### src/rtl/div_seq.sv
// Iterative restoring divider for MIPS DIV/DIVU: one quotient bit per cycle,
// returns {remainder, quotient} over a start/ready handshake with annul.
module div_seq #(
    parameter int unsigned WIDTH = 32
) (
    input  logic                 clk,
    input  logic                 rst,
    input  logic                 signed_div_i,
    input  logic [WIDTH-1:0]     opdata1_i,
    input  logic [WIDTH-1:0]     opdata2_i,
    input  logic                 start_i,
    input  logic                 annul_i,
    output logic [2*WIDTH-1:0]   result_o,
    output logic                 ready_o,
    output logic                 busy_o
);
    localparam int unsigned W  = WIDTH;
    localparam int unsigned CW = $clog2(WIDTH) + 1;
    localparam int unsigned DW = 2 * WIDTH + 1;

    typedef enum logic [1:0] {
        DIV_FREE = 2'd0,
        DIV_ZERO = 2'd1,
        DIV_ON   = 2'd2,
        DIV_END  = 2'd3
    } state_t;

    state_t            r_state;
    logic [CW-1:0]     r_cnt;
    logic [DW-1:0]     r_dividend;
    logic [W-1:0]      r_divisor;
    logic              r_signed;
    logic              r_neg_dvd;
    logic              r_neg_dvs;
    logic [2*W-1:0]    r_result;
    logic              r_ready;

    state_t            w_state_nxt;
    logic [CW-1:0]     w_cnt_nxt;
    logic [DW-1:0]     w_dividend_nxt;
    logic [W-1:0]      w_divisor_nxt;
    logic              w_signed_nxt;
    logic              w_neg_dvd_nxt;
    logic              w_neg_dvs_nxt;
    logic [2*W-1:0]    w_result_nxt;
    logic              w_ready_nxt;

    logic [W-1:0]      w_abs1;
    logic [W-1:0]      w_abs2;
    logic [W:0]        w_diff;
    logic [W-1:0]      w_quo;
    logic [W-1:0]      w_rem;
    logic [W-1:0]      w_quo_fix;
    logic [W-1:0]      w_rem_fix;

    // Operand magnitudes and the trial subtraction / sign fix-up datapath.
    always_comb begin
        w_abs1 = (signed_div_i && opdata1_i[W-1]) ? W'(~opdata1_i + W'(1)) : opdata1_i;
        w_abs2 = (signed_div_i && opdata2_i[W-1]) ? W'(~opdata2_i + W'(1)) : opdata2_i;
        w_diff = {1'b0, r_dividend[2*W-1:W]} - {1'b0, r_divisor};
        w_quo  = r_dividend[W-1:0];
        w_rem  = r_dividend[2*W:W+1];
        w_quo_fix = (r_signed && (r_neg_dvd ^ r_neg_dvs)) ? W'(~w_quo + W'(1)) : w_quo;
        w_rem_fix = (r_signed && r_neg_dvd) ? W'(~w_rem + W'(1)) : w_rem;
    end

    // Next-state and next-register logic.
    always_comb begin
        w_state_nxt    = r_state;
        w_cnt_nxt      = r_cnt;
        w_dividend_nxt = r_dividend;
        w_divisor_nxt  = r_divisor;
        w_signed_nxt   = r_signed;
        w_neg_dvd_nxt  = r_neg_dvd;
        w_neg_dvs_nxt  = r_neg_dvs;
        w_result_nxt   = r_result;
        w_ready_nxt    = r_ready;

        case (r_state)
            DIV_FREE: begin
                if (start_i && !annul_i) begin
                    w_signed_nxt   = signed_div_i;
                    w_neg_dvd_nxt  = signed_div_i && opdata1_i[W-1];
                    w_neg_dvs_nxt  = signed_div_i && opdata2_i[W-1];
                    w_divisor_nxt  = w_abs2;
                    w_dividend_nxt = {{W{1'b0}}, w_abs1, 1'b0};
                    w_cnt_nxt      = '0;
                    w_state_nxt    = (opdata2_i == '0) ? DIV_ZERO : DIV_ON;
                end
            end
            DIV_ZERO: begin
                if (annul_i) begin
                    w_state_nxt = DIV_FREE;
                end else begin
                    w_result_nxt = '0;
                    w_ready_nxt  = 1'b1;
                    w_state_nxt  = DIV_END;
                end
            end
            DIV_ON: begin
                if (annul_i) begin
                    w_state_nxt = DIV_FREE;
                    w_cnt_nxt   = '0;
                end else if (r_cnt != CW'(W)) begin
                    if (w_diff[W]) begin
                        w_dividend_nxt = {r_dividend[DW-2:0], 1'b0};
                    end else begin
                        w_dividend_nxt = {w_diff[W-1:0], r_dividend[W-1:0], 1'b1};
                    end
                    w_cnt_nxt = r_cnt + CW'(1);
                end else begin
                    w_result_nxt = {w_rem_fix, w_quo_fix};
                    w_ready_nxt  = 1'b1;
                    w_cnt_nxt    = '0;
                    w_state_nxt  = DIV_END;
                end
            end
            DIV_END: begin
                // Result is held until the requester releases start_i.
                if (!start_i) begin
                    w_result_nxt = '0;
                    w_ready_nxt  = 1'b0;
                    w_state_nxt  = DIV_FREE;
                end
            end
            default: w_state_nxt = DIV_FREE;
        endcase
    end

    // State and datapath registers with synchronous reset.
    always_ff @(posedge clk) begin
        if (rst) begin
            r_state    <= DIV_FREE;
            r_cnt      <= '0;
            r_dividend <= '0;
            r_divisor  <= '0;
            r_signed   <= 1'b0;
            r_neg_dvd  <= 1'b0;
            r_neg_dvs  <= 1'b0;
            r_result   <= '0;
            r_ready    <= 1'b0;
        end else begin
            r_state    <= w_state_nxt;
            r_cnt      <= w_cnt_nxt;
            r_dividend <= w_dividend_nxt;
            r_divisor  <= w_divisor_nxt;
            r_signed   <= w_signed_nxt;
            r_neg_dvd  <= w_neg_dvd_nxt;
            r_neg_dvs  <= w_neg_dvs_nxt;
            r_result   <= w_result_nxt;
            r_ready    <= w_ready_nxt;
        end
    end

    assign result_o = r_result;
    assign ready_o  = r_ready;
    assign busy_o   = (r_state == DIV_ZERO) || (r_state == DIV_ON);

endmodule

### config.mk
export PLATFORM = sky130hd
export DESIGN_NAME = div_seq
export DESIGN_NICKNAME = d
export VERILOG_FILES = /design/src/rtl/div_seq.sv
export SDC_FILE = /design/constraint.sdc
export NUM_CORES = 1
export LEC_CHECK = 0
export ABC_AREA = 1
export BUFFER_PORTS_ARGS = -buffer_cell sky130_fd_sc_hd__buf_2
export CAP_MARGIN = 20
export CORE_UTILIZATION = 44
export CTS_BUF_LIST = sky130_fd_sc_hd__clkbuf_2 sky130_fd_sc_hd__clkbuf_4 sky130_fd_sc_hd__clkbuf_8
export DETAILED_ROUTE_END_ITERATION = 8
export PLACE_DENSITY = 0.7
export SYNTH_ARGS = -nofsm -noshare
export SYNTH_HDL_FRONTEND = slang
export SYNTH_SLANG_ARGS = --single-unit
### constraint.sdc
create_clock -name clk -period 2.3 [get_ports clk]
set_clock_uncertainty 0.2 [all_clocks]
set_input_delay 0.115 -clock clk [delete_from_list [all_inputs] [get_ports clk]]
set_output_delay 0.115 -clock clk [all_outputs]
set_load 0.02 [all_outputs]
==> impl_metrics.py, run 1 <==
metrics = {
    "run_status": {
        "run_status": "finished, violations left",
        "failing_checks": "setup timing",
    },
    "clock_network": {
        "cts_buffers": 17,
        "clk_transition_reported_paths_ps": 100,
        "cts_max_level": 4,
        "tritoncts": "built",
        "clk-insertion-delay-late_ps": 510,
        "clkSinkCount": 173,
        "clk_root_buffer_cell": "clkbuf_8",
        "max-clock-path-buffers": 2,
    },
    "sta": {
        "slew-limit-headroom_pct": 49.0,
        "final_max_slew_viol_count": 0,
        "hold_violations": 0,
        "setup_total_negative_slack_ps": -241,
        "final_number_of_setup_violating_endpoints": 13,
        "min_period_ps": 2370,
        "setup_repair_after_global_routing_missed_its_margin": "yes",
        "finalWorstSetupSlack_ps": -67.7,
        "fmaxAchievable_ghz": 0.422,
        "worst_pin_slew_ps": 766,
        "post-route-period-util_pct": 103,
    },
    "detailed_routing": {
        "total_detailed_routing_wirelength_um": 49400,
        "detail-route-antenna-nets": 0,
        "dr.first_iter.drc_count": 1599,
        "via_count": 15900,
        "post-route-drc-count": 0,
        "post_drt_wl_per_cell_um": 16.5,
        "drt-pass1-iter-count": 8,
        "route.detailed.vias_per_inst": 5.33,
    },
    "die": {
        "design.core.area_um2": 30000,
        "die_area_um2": 31400,
        "floorplan.die.width_um": 177,
        "die_y_um": 177,
        "floorplan.initialDensity_pct": 45.2,
        "num_io_pins": 135,
        "floorplan.rows": 63,
    },
    "min_path": {
        "hp-class": "primary input to flop",
        "timing.hold.worst.start": "opdata1_i[4]",
    },
    "synthesis": {
        "postSynthRegisterBits": 173,
        "synth_top_flop_cell": "dfxtp_1",
        "yosysTopAreaCellShare_pct": 25.6,
        "async_reset_ff_share_pct": 0,
        "synth-edff-count": 0,
        "distinct_cell_type_count_after_synthesis": 47,
        "yosysSeqAreaShare_pct": 25.6,
        "yosysWarningCount": 0,
        "synth_top_area_cell": "dfxtp_1",
        "synthesis.instances": 2290,
        "postSynthAreaPerCell_um2": 5.91,
        "synth_nets": 2403,
        "synth_area_leaders": "dfxtp_1 (26%), nand2_1 (18%), nand3_1 (9.7%), inv_1 (8.9%), a21oi_1 (7.5%)",
        "synth.cell_area_um2": 13500,
    },
    "worst_setup_path": {
        "startpoint_type": "flop",
        "slowest_delay_ps": 360,
        "timing.critical_path.to_type": "flop",
        "timing.setup.critical_path_class": "flop to flop",
        "critical-path-slowest-cell": "fa_2",
        "critical-path-top-cell-by-count": "nand2_2",
        "reg2reg_start": "r_dividend[32]",
        "crit_path_cell_trace": "inv_2 -> ha_4 -> fa_2 -> o21ai_2 -> nand3_1 -> nand2_2 -> nand2_2 -> nand2_2 -> nand2_4 -> nand2_8 -> buf_6 -> nand2_2 -> o21ai_1 -> nand2_1 -> a21oi_1",
        "cp_data_required_time_ps": 2510,
        "timing.critical_path.fanout_max": 7,
        "launching_instance_or_port_of_the_critical_path": "r_dividend[32]",
        "worstPathArrival_ps": 2580,
    },
    "global_route": {
        "grt_remaining_overflow": 0,
        "grt_util_all_layers_pct": 30.5,
        "grt_antenna_before_repair": 0,
        "first_global_vias": 14200,
        "grt_max_degree": 137,
        "first_pass_grt_wire_length_um": 75300,
    },
    "power_and_ir_drop": {
        "powerDensity_nw_per_um2": 539,
        "power_leakage_nw": 8.67,
        "totalPowerFinal_mw": 9.62,
        "irDropWorstVdd_uv": 400,
    },
    "final_layout": {
        "areaGrowthSynthToFinish_pct": 31.9,
        "nNetsFinal": 2695,
        "utilization_pct": 59.5,
        "antennaDiodeCount": 0,
        "post_route_cells_drive_above_1_share_pct": 22.5,
        "final_cell_count_no_fill": 2985,
        "num-fill-cells": 2930,
    },
    "placement": {
        "gp_congestion": 0.993,
        "detailedPlace.worstSlack_ps": -125,
        "place.detailed.hpwl_um": 37100,
        "placed_cells_incl_taps": 2862,
        "numPortBuffers": 134,
    },
    "flow_run": {
        "timing.max_cap.violations": 0,
    },
}
==> area by class of cell <==
class	count	area (um^2)	share of cell area, %
Clock buffer	18	248	1.39
Inverter	344	1300	7.28
Timing Repair Buffer	355	2800	15.7
Multi-Input combinational cell	1691	9290	52.1
Clock inverter	14	194	1.09
Tap cell	390	488	2.74
Sequential cell	173	3510	19.7
==> flip-flops by register name (all words and copies together), names as in the netlist <==
signal and cells:
r_cnt 6, r_neg_dvs 1, result_o 64, r_state 2, r_divisor 32, r_dividend 65, r_neg_dvd 1, ready_o 1
r_signed 1
==> worst max-delay path, delay by kind of cell, from the launching register on <==
kind,cells,cell delay (ps)
simple gates,8,700
fa+ha+maj,2,510
flops,1,340
compound gates,3,340
buf+inv,2,200
==> cells by family (layout without fill, tap and decap cells) <==
family | after synthesis | after routing | share of synthesized area (%)
and+or+nand+nor | 1230 | 1230 | 39.4
buffers and inverters | 426 | 731 | 12.8
AOI/OAI and AO/OA | 363 | 363 | 14.6
DFF | 173 | 173 | 25.6
xor gates and xnor gates | 54 | 54 | 3.50
adders and majority gates | 44 | 44 | 4.13
==> metrics by stage <==
step	cell area, um^2	hold slack, ps
6_report	17800	53.7
5_1_grt	17800	105
4_1_cts	16800	3.42
3_5_place_dp	15400	206
3_3_place_gp	15400	205
2_1_floorplan	13500	52.8
==> worst paths after layout <==
path | to | slack [ps] | cells past startpoint
max reg2reg | r_dividend[34] | -70 | 15
min reg2reg | result_o[58] | 270 | 2
max | r_dividend[34] | -70 | 15
min | r_dividend[5] | 50 | 5
==> cells in the final DEF (no fill, tap or decap), drive strengths merged, types with 35 or more instances in the layout <==
cell type / synthesis / final
ha: 43 / 43
a21oi: 213 / 213
nand2: 669 / 669
nor2: 205 / 205
inv: 334 / 341
nand4: 35 / 35
dlygate4sd3: 0 / 69
dfxtp: 173 / 173
buf: 54 / 280
o21ai: 117 / 117
nand3: 272 / 272
==> report_power, final <==
group / internal [mW] / switching, mW / total, mW
registers: 3.17 / 0.187 / 3.36
clock network: 0.976 / 1.41 / 2.39
logic: 1.41 / 2.45 / 3.87
==> synthesized netlist by cell type, types with 4 or more instances <==
cell,n
o21ai_2,5
o211ai_1,8
nand3b_1,7
inv_2,14
buf_2,34
a21oi_2,10
nand3_1,261
clkinv_1,10
clkbuf_1,28
nor2_1,193
a22oi_1,5
inv_1,320
xnor2_1,20
o21ai_0,87
nand4_1,35
dfxtp_1,173
nand2_2,12
a21oi_1,202
or2_2,7
buf_4,11
a32oi_1,5
nand2_1,655
a21boi_1,4
nand3_2,10
o21ai_1,25
nor2_2,10
ha_1,43
nor3_2,4
xor2_1,34
a31oi_1,4
nor3_1,21
buf_6,6
==> layer usage <==
layer	vias to the layer above	global-route usage, %	share of wire [%]
met2	659	45.6	42
met4	0	7.59	2.2
met1	7245	45.6	47
met5	-	0	0
li1	7939	-	-
met3	80	4.11	8.1
==> what timing repair did <==
| item | in CTS | in global routing |
|---|---|---|
| resized for setup | 34 | 200 |
| endpoints found under the hold margin | 73 | 0 |
| cloned | 2 | 6 |
| hold buffers | 69 | 0 |
| setup endpoints to repair | 31 | 91 |
| pin swaps | 4 | 25 |
| buffers inserted | 7 | 10 |
Power figures use the tool's default switching activity.
==> run 2, diff against run 1 <==
--- a/config.mk
+++ b/config.mk
@@ -6,11 +6,12 @@
 export NUM_CORES = 1
 export LEC_CHECK = 0
 export ABC_AREA = 1
-export BUFFER_PORTS_ARGS = -buffer_cell sky130_fd_sc_hd__buf_2
+export BUFFER_PORTS_ARGS = -buffer_cell sky130_fd_sc_hd__buf_4
 export CAP_MARGIN = 20
 export CORE_UTILIZATION = 44
 export CTS_BUF_LIST = sky130_fd_sc_hd__clkbuf_2 sky130_fd_sc_hd__clkbuf_4 sky130_fd_sc_hd__clkbuf_8
 export DETAILED_ROUTE_END_ITERATION = 8
+export GPL_ROUTABILITY_DRIVEN = 0
 export PLACE_DENSITY = 0.7
 export SYNTH_ARGS = -nofsm -noshare
 export SYNTH_HDL_FRONTEND = slang
==> run 2 against run 1 <==
  * The flow still finishes with violations (setup timing)
  * Register-to-register slack is essentially flat
  * Critical path depth shrank 1
  * Global-route usage shrank 1.4 points
  * Sequential cell count is the same
  * Clock power shrank 5%
  * Die area is the same
  * Core utilization shrank 0.30 points
==> impl_metrics.py, run 2 (same netlist as run 1, synthesis figures left out) <==
metrics = {
    "final_layout": {
        "final_cell_mix": "nand2_1 (640), inv_1 (312), buf_4 (237)",
        "post_route_cells_drive_above_1_share_pct": 19.4,
        "mostFrequentLayoutCell": "nand2_1",
        "nNetsFinal": 2683,
        "antennaDiodeCount": 0,
        "final_cell_count_no_fill": 2973,
        "largest_register_ff_count": 65,
        "areaGrowthSynthToFinish_pct": 31.2,
        "regMostFlops": "r_dividend",
    },
    "detailed_routing": {
        "detail-route-antenna-nets": 0,
        "via_count": 16100,
        "topRoutingLayerUsed": "met4",
        "post-route-drc-count": 0,
        "total_detailed_routing_wirelength_um": 48100,
        "routedLengthMet1_um": 21600,
        "met3WireLength_um": 4810,
        "met2_wire_len_um": 20300,
        "route.detailed.vias_per_inst": 5.42,
        "drt-pass1-iter-count": 6,
        "dr.first_iter.drc_count": 1933,
        "post_drt_wl_per_cell_um": 16.2,
    },
    "power_and_ir_drop": {
        "power_leakage_nw": 8.59,
        "powerDensity_nw_per_um2": 529,
        "irDropWorstVdd_uv": 372,
    },
    "global_route": {
        "first_pass_grt_wire_length_um": 72600,
        "grt_util_all_layers_pct": 29.1,
        "grt_remaining_overflow": 0,
        "grt_max_degree": 136,
        "first_global_vias": 14100,
        "grt_antenna_before_repair": 0,
    },
    "worst_setup_path": {
        "timing.reg2reg.worst_path_depth": 14,
        "timing.critical_path.to_type": "flop",
        "worstPathArrival_ps": 2550,
        "cp_data_required_time_ps": 2470,
        "timing.setup.critical_path_class": "flop to flop",
        "startpoint_type": "flop",
        "timing.critical_path.fanout_max": 6,
    },
    "sta": {
        "hold_violations": 0,
        "setup_repair_after_global_routing_missed_its_margin": "yes",
        "worst_pin_slew_ps": 721,
        "min_period_ps": 2380,
        "post-route-period-util_pct": 104,
        "final_max_slew_viol_count": 0,
        "slew-limit-headroom_pct": 52.0,
        "fmaxAchievable_ghz": 0.420,
        "final_number_of_setup_violating_endpoints": 31,
        "finalWorstSetupSlack_ps": -81.1,
    },
    "min_path": {
        "hp-class": "primary input to flop",
        "whs_path_depth": 7,
    },
    "placement": {
        "placed_cells_incl_taps": 2829,
        "detailedPlace.worstSlack_ps": -51.4,
        "place.detailed.hpwl_um": 34600,
        "numPortBuffers": 134,
    },
    "run_status": {
        "failing_checks": "setup timing",
        "run_status": "finished, violations left",
    },
    "die": {
        "floorplan.rows": 63,
        "num_io_pins": 135,
        "die_y_um": 177,
        "die_area_um2": 31400,
        "design.core.area_um2": 30000,
        "floorplan.initialDensity_pct": 45.2,
        "floorplan.die.width_um": 177,
    },
    "clock_network": {
        "clkSinkCount": 173,
        "tritoncts": "built",
        "max-clock-path-buffers": 2,
        "clk-insertion-delay-late_ps": 510,
        "clk_root_buffer_cell": "clkbuf_8",
        "clk_transition_reported_paths_ps": 110,
        "cts_max_level": 4,
        "cts_buffers": 17,
    },
    "flow_run": {
        "timing.max_cap.violations": 0,
    },
}
## run 2: critical path: stages, from the launching register on
cell and delay, ps:
dfxtp_1 360, inv_1 60, ha_1 380, nand2_1 140
nor2_2 150, nand3_2 90, nand2_2 80, nand2_2 80
nand2_4 90, nand2_8 90, nand2_8 130, buf_12 140
nand3_4 80, nand2_2 100, a21oi_2 60
## run 2: layout make-up
class	instances	area [um^2]
Timing Repair inverter	1	7.51
Clock buffer	19	262
Inverter	344	1300
Sequential cell	173	3480
Clock inverter	13	148
Fill cell	2816	12200
Multi-Input combinational cell	1691	8940
Timing Repair Buffer	342	3110
Tap cell	390	488
## run 2: what timing repair did
action	CTS	global route
pin swaps	0	40
buffers inserted	0	25
resized for setup	6	141
hold endpoints to repair	71	0
endpoints found under the setup margin	32	85
cloned	0	11
hold buffers	77	0
## run 2: final timing paths
path / to / start / slack [ps]
max: r_dividend[59] / r_divisor[4] / -80
min: r_divisor[5] / opdata2_i[1] / 60
max reg2reg: r_dividend[59] / r_divisor[4] / -80
min reg2reg: result_o[53] / result_o[53] / 270
## run 2: per-layer routing
layer / up-vias / GRT usage, %
li1: 7908 / -
met1: 7252 / 43.8
met2: 851 / 41.2
met3: 104 / 4.76
met4: 0 / 9.83
met5: - / 0
## run 2: power breakdown
part | internal [mW] | switching [mW] | total (mW)
Sequential | 3.18 | 0.177 | 3.35
Clock | 0.963 | 1.32 | 2.28
Combinational | 1.38 | 2.38 | 3.76
Total | 5.52 | 3.87 | 9.39
## run 2: stage by stage
stage	hold WS (ps)	area [um^2]	power [mW]	util [%]	setup TNS [ps]
2_1_floorplan	52.8	13500	5.57	-	0
3_3_place_gp	118	15500	6.60	51.7	-29.1
3_5_place_dp	118	15500	6.64	51.7	-580
4_1_cts	48.2	16700	9.00	55.7	-11.8
5_1_grt	117	17700	9.90	59.2	-4350
6_report	63.5	17700	9.39	59.2	-1040
==> run 3, diff against run 2 <==
--- a/config.mk
+++ b/config.mk
@@ -5,14 +5,14 @@
 export SDC_FILE = /design/constraint.sdc
 export NUM_CORES = 1
 export LEC_CHECK = 0
-export ABC_AREA = 1
+export ABC_AREA = 0
 export BUFFER_PORTS_ARGS = -buffer_cell sky130_fd_sc_hd__buf_4
 export CAP_MARGIN = 20
 export CORE_UTILIZATION = 44
 export CTS_BUF_LIST = sky130_fd_sc_hd__clkbuf_2 sky130_fd_sc_hd__clkbuf_4 sky130_fd_sc_hd__clkbuf_8
 export DETAILED_ROUTE_END_ITERATION = 8
 export GPL_ROUTABILITY_DRIVEN = 0
-export PLACE_DENSITY = 0.7
+export PLACE_DENSITY = 0.71
 export SYNTH_ARGS = -nofsm -noshare
 export SYNTH_HDL_FRONTEND = slang
 export SYNTH_SLANG_ARGS = --single-unit
==> run 3 against run 2 <==
  * The run still ends with setup timing left
  * Clock power shrank 9.2%
  * Critical path depth is 1 lower
  * Combinational power grew 100%
  * Synthesized cell count shrank 38%
  * Sequential share of layout area up 1.1 points
  * Critical endpoint is now r_dividend[49]
  * Critical path type unchanged
  * Sequential cell count stayed put
  * Worst setup slack got worse by 450 ps
  * First-iteration DRC count shrank 32%
  * Wire length fell by 16%
  * Fmax shrank 16%
  * Power grew 42%
==> impl_metrics.py, run 3 <==
metrics = {
    "min_path": {
        "worst_hold_path.endpoint": "r_dividend[6]",
        "timing.hold.worst.start": "opdata1_i[5]",
        "hp-class": "primary input to flop",
        "whs_path_depth": 7,
    },
    "clock_network": {
        "clk_transition_reported_paths_ps": 110,
        "max-clock-path-buffers": 2,
        "tritoncts": "built",
        "cts_max_level": 4,
        "clk-insertion-delay-late_ps": 470,
        "clkSinkCount": 173,
        "cts_buffers": 17,
        "clk_root_buffer_cell": "clkbuf_8",
    },
    "global_route": {
        "grt_util_all_layers_pct": 29.3,
        "grt_max_degree": 57,
        "first_global_vias": 11800,
        "grt_remaining_overflow": 0,
        "grt_antenna_before_repair": 0,
        "first_pass_grt_wire_length_um": 60600,
    },
    "power_and_ir_drop": {
        "irDropWorstVdd_uv": 624,
        "powerDensity_nw_per_um2": 784,
        "power_leakage_nw": 7.26,
    },
    "detailed_routing": {
        "topRoutingLayerUsed": "met4",
        "dr.first_iter.drc_count": 1315,
        "met2_wire_len_um": 18500,
        "post_drt_wl_per_cell_um": 18.1,
        "total_detailed_routing_wirelength_um": 40200,
        "post-route-drc-count": 0,
        "routedLengthMet1_um": 17100,
        "detail-route-antenna-nets": 0,
        "via_count": 12800,
        "drt-pass1-iter-count": 7,
        "met3WireLength_um": 3270,
        "route.detailed.vias_per_inst": 5.77,
    },
    "synthesis": {
        "yosysSeqAreaShare_pct": 31.8,
        "synthesis.instances": 1420,
        "synth_adder_area_share_pct": 5.13,
        "synth_nets": 1533,
        "yosysTopAreaCellShare_pct": 31.8,
        "synth_area_leaders": "dfxtp_1 (32%), xnor2_1 (6.1%), nand2_1 (5.6%), nor2_1 (5.4%), a21oi_1 (5.4%)",
        "synth_mux_area_share_pct": 0.874,
        "synth.most_common_cell": "dfxtp_1",
        "netlist_top_cells_count": "dfxtp_1 (173), nand2_1 (162), nor2_1 (158), a21oi_1 (117), o21ai_0 (95)",
        "synth_compound_gate_area_share_pct": 25.0,
        "yosysWarningCount": 0,
        "yosys.area_share.simple_pct": 20.9,
        "main_combinational_cell_family_by_area_after_synthesis": "compound AO/OA/AOI/OAI gates",
        "postSynthAreaPerCell_um2": 7.66,
        "async_reset_ff_share_pct": 0,
        "synth.cell_area_um2": 10900,
        "synth_top_area_cell": "dfxtp_1",
        "synthXorXnorAreaFrac_pct": 11.1,
        "distinct_cell_type_count_after_synthesis": 67,
        "synth-edff-count": 0,
        "synth_top_flop_cell": "dfxtp_1",
        "postSynthRegisterBits": 173,
    },
    "worst_setup_path": {
        "end_of_the_worst_register_to_register_path": "r_dividend[49]",
        "timing.reg2reg.worst_path_depth": 13,
        "reg2reg_start": "r_divisor[23]",
        "worstPathArrival_ps": 2990,
        "startpoint_type": "flop",
        "timing.reg2reg.setup_slack_ps": -530,
        "timing.setup.critical_path_class": "flop to flop",
        "timing.critical_path.fanout_max": 8,
        "timing.critical_path.to_type": "flop",
        "cp_data_required_time_ps": 2460,
    },
    "sta": {
        "worst_pin_slew_ps": 709,
        "min_period_ps": 2830,
        "final_max_slew_viol_count": 0,
        "finalWorstSetupSlack_ps": -535,
        "slew-limit-headroom_pct": 52.6,
        "post-route-period-util_pct": 123,
        "final_number_of_setup_violating_endpoints": 46,
        "fmaxAchievable_ghz": 0.353,
        "setup_repair_after_global_routing_missed_its_margin": "yes",
        "hold_violations": 0,
    },
    "final_layout": {
        "design_area_um2": 17000,
        "nNetsFinal": 1998,
        "areaGrowthSynthToFinish_pct": 56.1,
        "antennaDiodeCount": 0,
        "post_route_cells_drive_above_1_share_pct": 38.2,
        "mostFrequentLayoutCell": "buf_4",
        "num-fill-cells": 1753,
        "utilization_pct": 69.9,
        "final_cell_mix": "buf_4 (431), nand2_1 (150), nor2_1 (146)",
        "regMostFlops": "r_dividend",
        "largest_register_ff_count": 65,
    },
    "die": {
        "floorplan.initialDensity_pct": 44.8,
        "floorplan.die.width_um": 159,
        "die_area_um2": 25400,
        "design.core.area_um2": 24300,
        "num_io_pins": 135,
        "die_y_um": 159,
        "floorplan.rows": 57,
    },
    "flow_run": {
        "timing.max_cap.violations": 0,
    },
    "placement": {
        "numPortBuffers": 134,
        "placement_stage_cell_area_um2": 14500,
        "place.detailed.hpwl_um": 27000,
    },
    "run_status": {
        "failing_checks": "setup timing",
        "run_status": "finished, violations left",
    },
}
[run 3: cell count changes after synthesis, sizes merged, moves of 45 or more]
cell    before  now
nand2      669  162
inv        334   61
nand3      272   44
a21oi      213  119
xnor2       20   76
nor2       205  158
clkbuf      28   73
[run 3: repair_timing]
action                                 4_1_cts  5_1_grt
hold buffers                                66        1
gates cloned                                 2        1
setup endpoints to repair                   71      129
pin swaps                                   50       88
endpoints found under the hold margin       80        1
buffers inserted                            24       13
resized for setup                          121      157
[run 3: power by group]
part | switching, mW | internal, mW | total, mW
Combinational | 4.15 | 3.43 | 7.58
Clock | 1.26 | 0.817 | 2.07
Sequential | 0.321 | 3.34 | 3.66
[run 3: metrics by stage]
step,hold WS (ps),setup slack [ps],power [mW],std cells,TNS [ps]
after floorplan,43.4,-430,7.22,1420,-10240
after global placement,205,-516,9.51,2087,-25330
after detailed placement,210,-589,9.65,2087,-29030
after CTS,19.1,-382,12.4,2211,-11240
after global routing,64.7,-622,14.0,2222,-18690
final,40.9,-535,13.3,2222,-14500
[run 3: worst max-delay path by stage]
stage                    from              to  slack [ps]  depth (start not counted)
6_report        r_divisor[23]  r_dividend[49]        -530                         13
5_1_grt         r_divisor[23]  r_dividend[49]        -620                         13
4_1_cts        r_dividend[32]  r_dividend[48]        -380                         12
3_5_place_dp   r_dividend[32]  r_dividend[51]        -590                         13
3_3_place_gp   r_dividend[32]  r_dividend[51]        -520                         13
2_1_floorplan  r_dividend[32]  r_dividend[51]        -430                         13
[run 3: cell type report]
class / count / area [um^2] / share of cell area, %
Timing Repair Buffer: 533 / 4400 / 25.9
Tap cell: 324 / 405 / 2.39
Clock buffer: 19 / 249 / 1.47
Multi-Input combinational cell: 1099 / 8070 / 47.5
Inverter: 61 / 231 / 1.36
Clock inverter: 13 / 120 / 0.707
Sequential cell: 173 / 3510 / 20.7
[run 3: cells by family after synthesis]
family          after synthesis
simple gates                490
fa+ha+maj                    44
buf+inv                     148
flops                       173
compound gates              418
mux                           9
xor+xnor                    138
[run 3: critical path, stage by stage, from the launching register on]
cell	delay, ps
dfxtp_2	330
inv_1	50
ha_1	280
o21ai_0	100
o21bai_1	270
o21ai_1	150
and4_4	200
a311oi_4	310
buf_4	180
a21oi_4	50
buf_6	150
buf_16	150
a32oi_1	220
o21ai_1	90
[run 3: metal layers]
| layer | up-vias | global-route usage [%] |
|---|---|---|
| met4 | 0 | 8.74 |
| met3 | 127 | 4.04 |
| met2 | 670 | 47.1 |
| met1 | 6033 | 40.8 |
| li1 | 6001 | - |
| met5 | - | 0 |
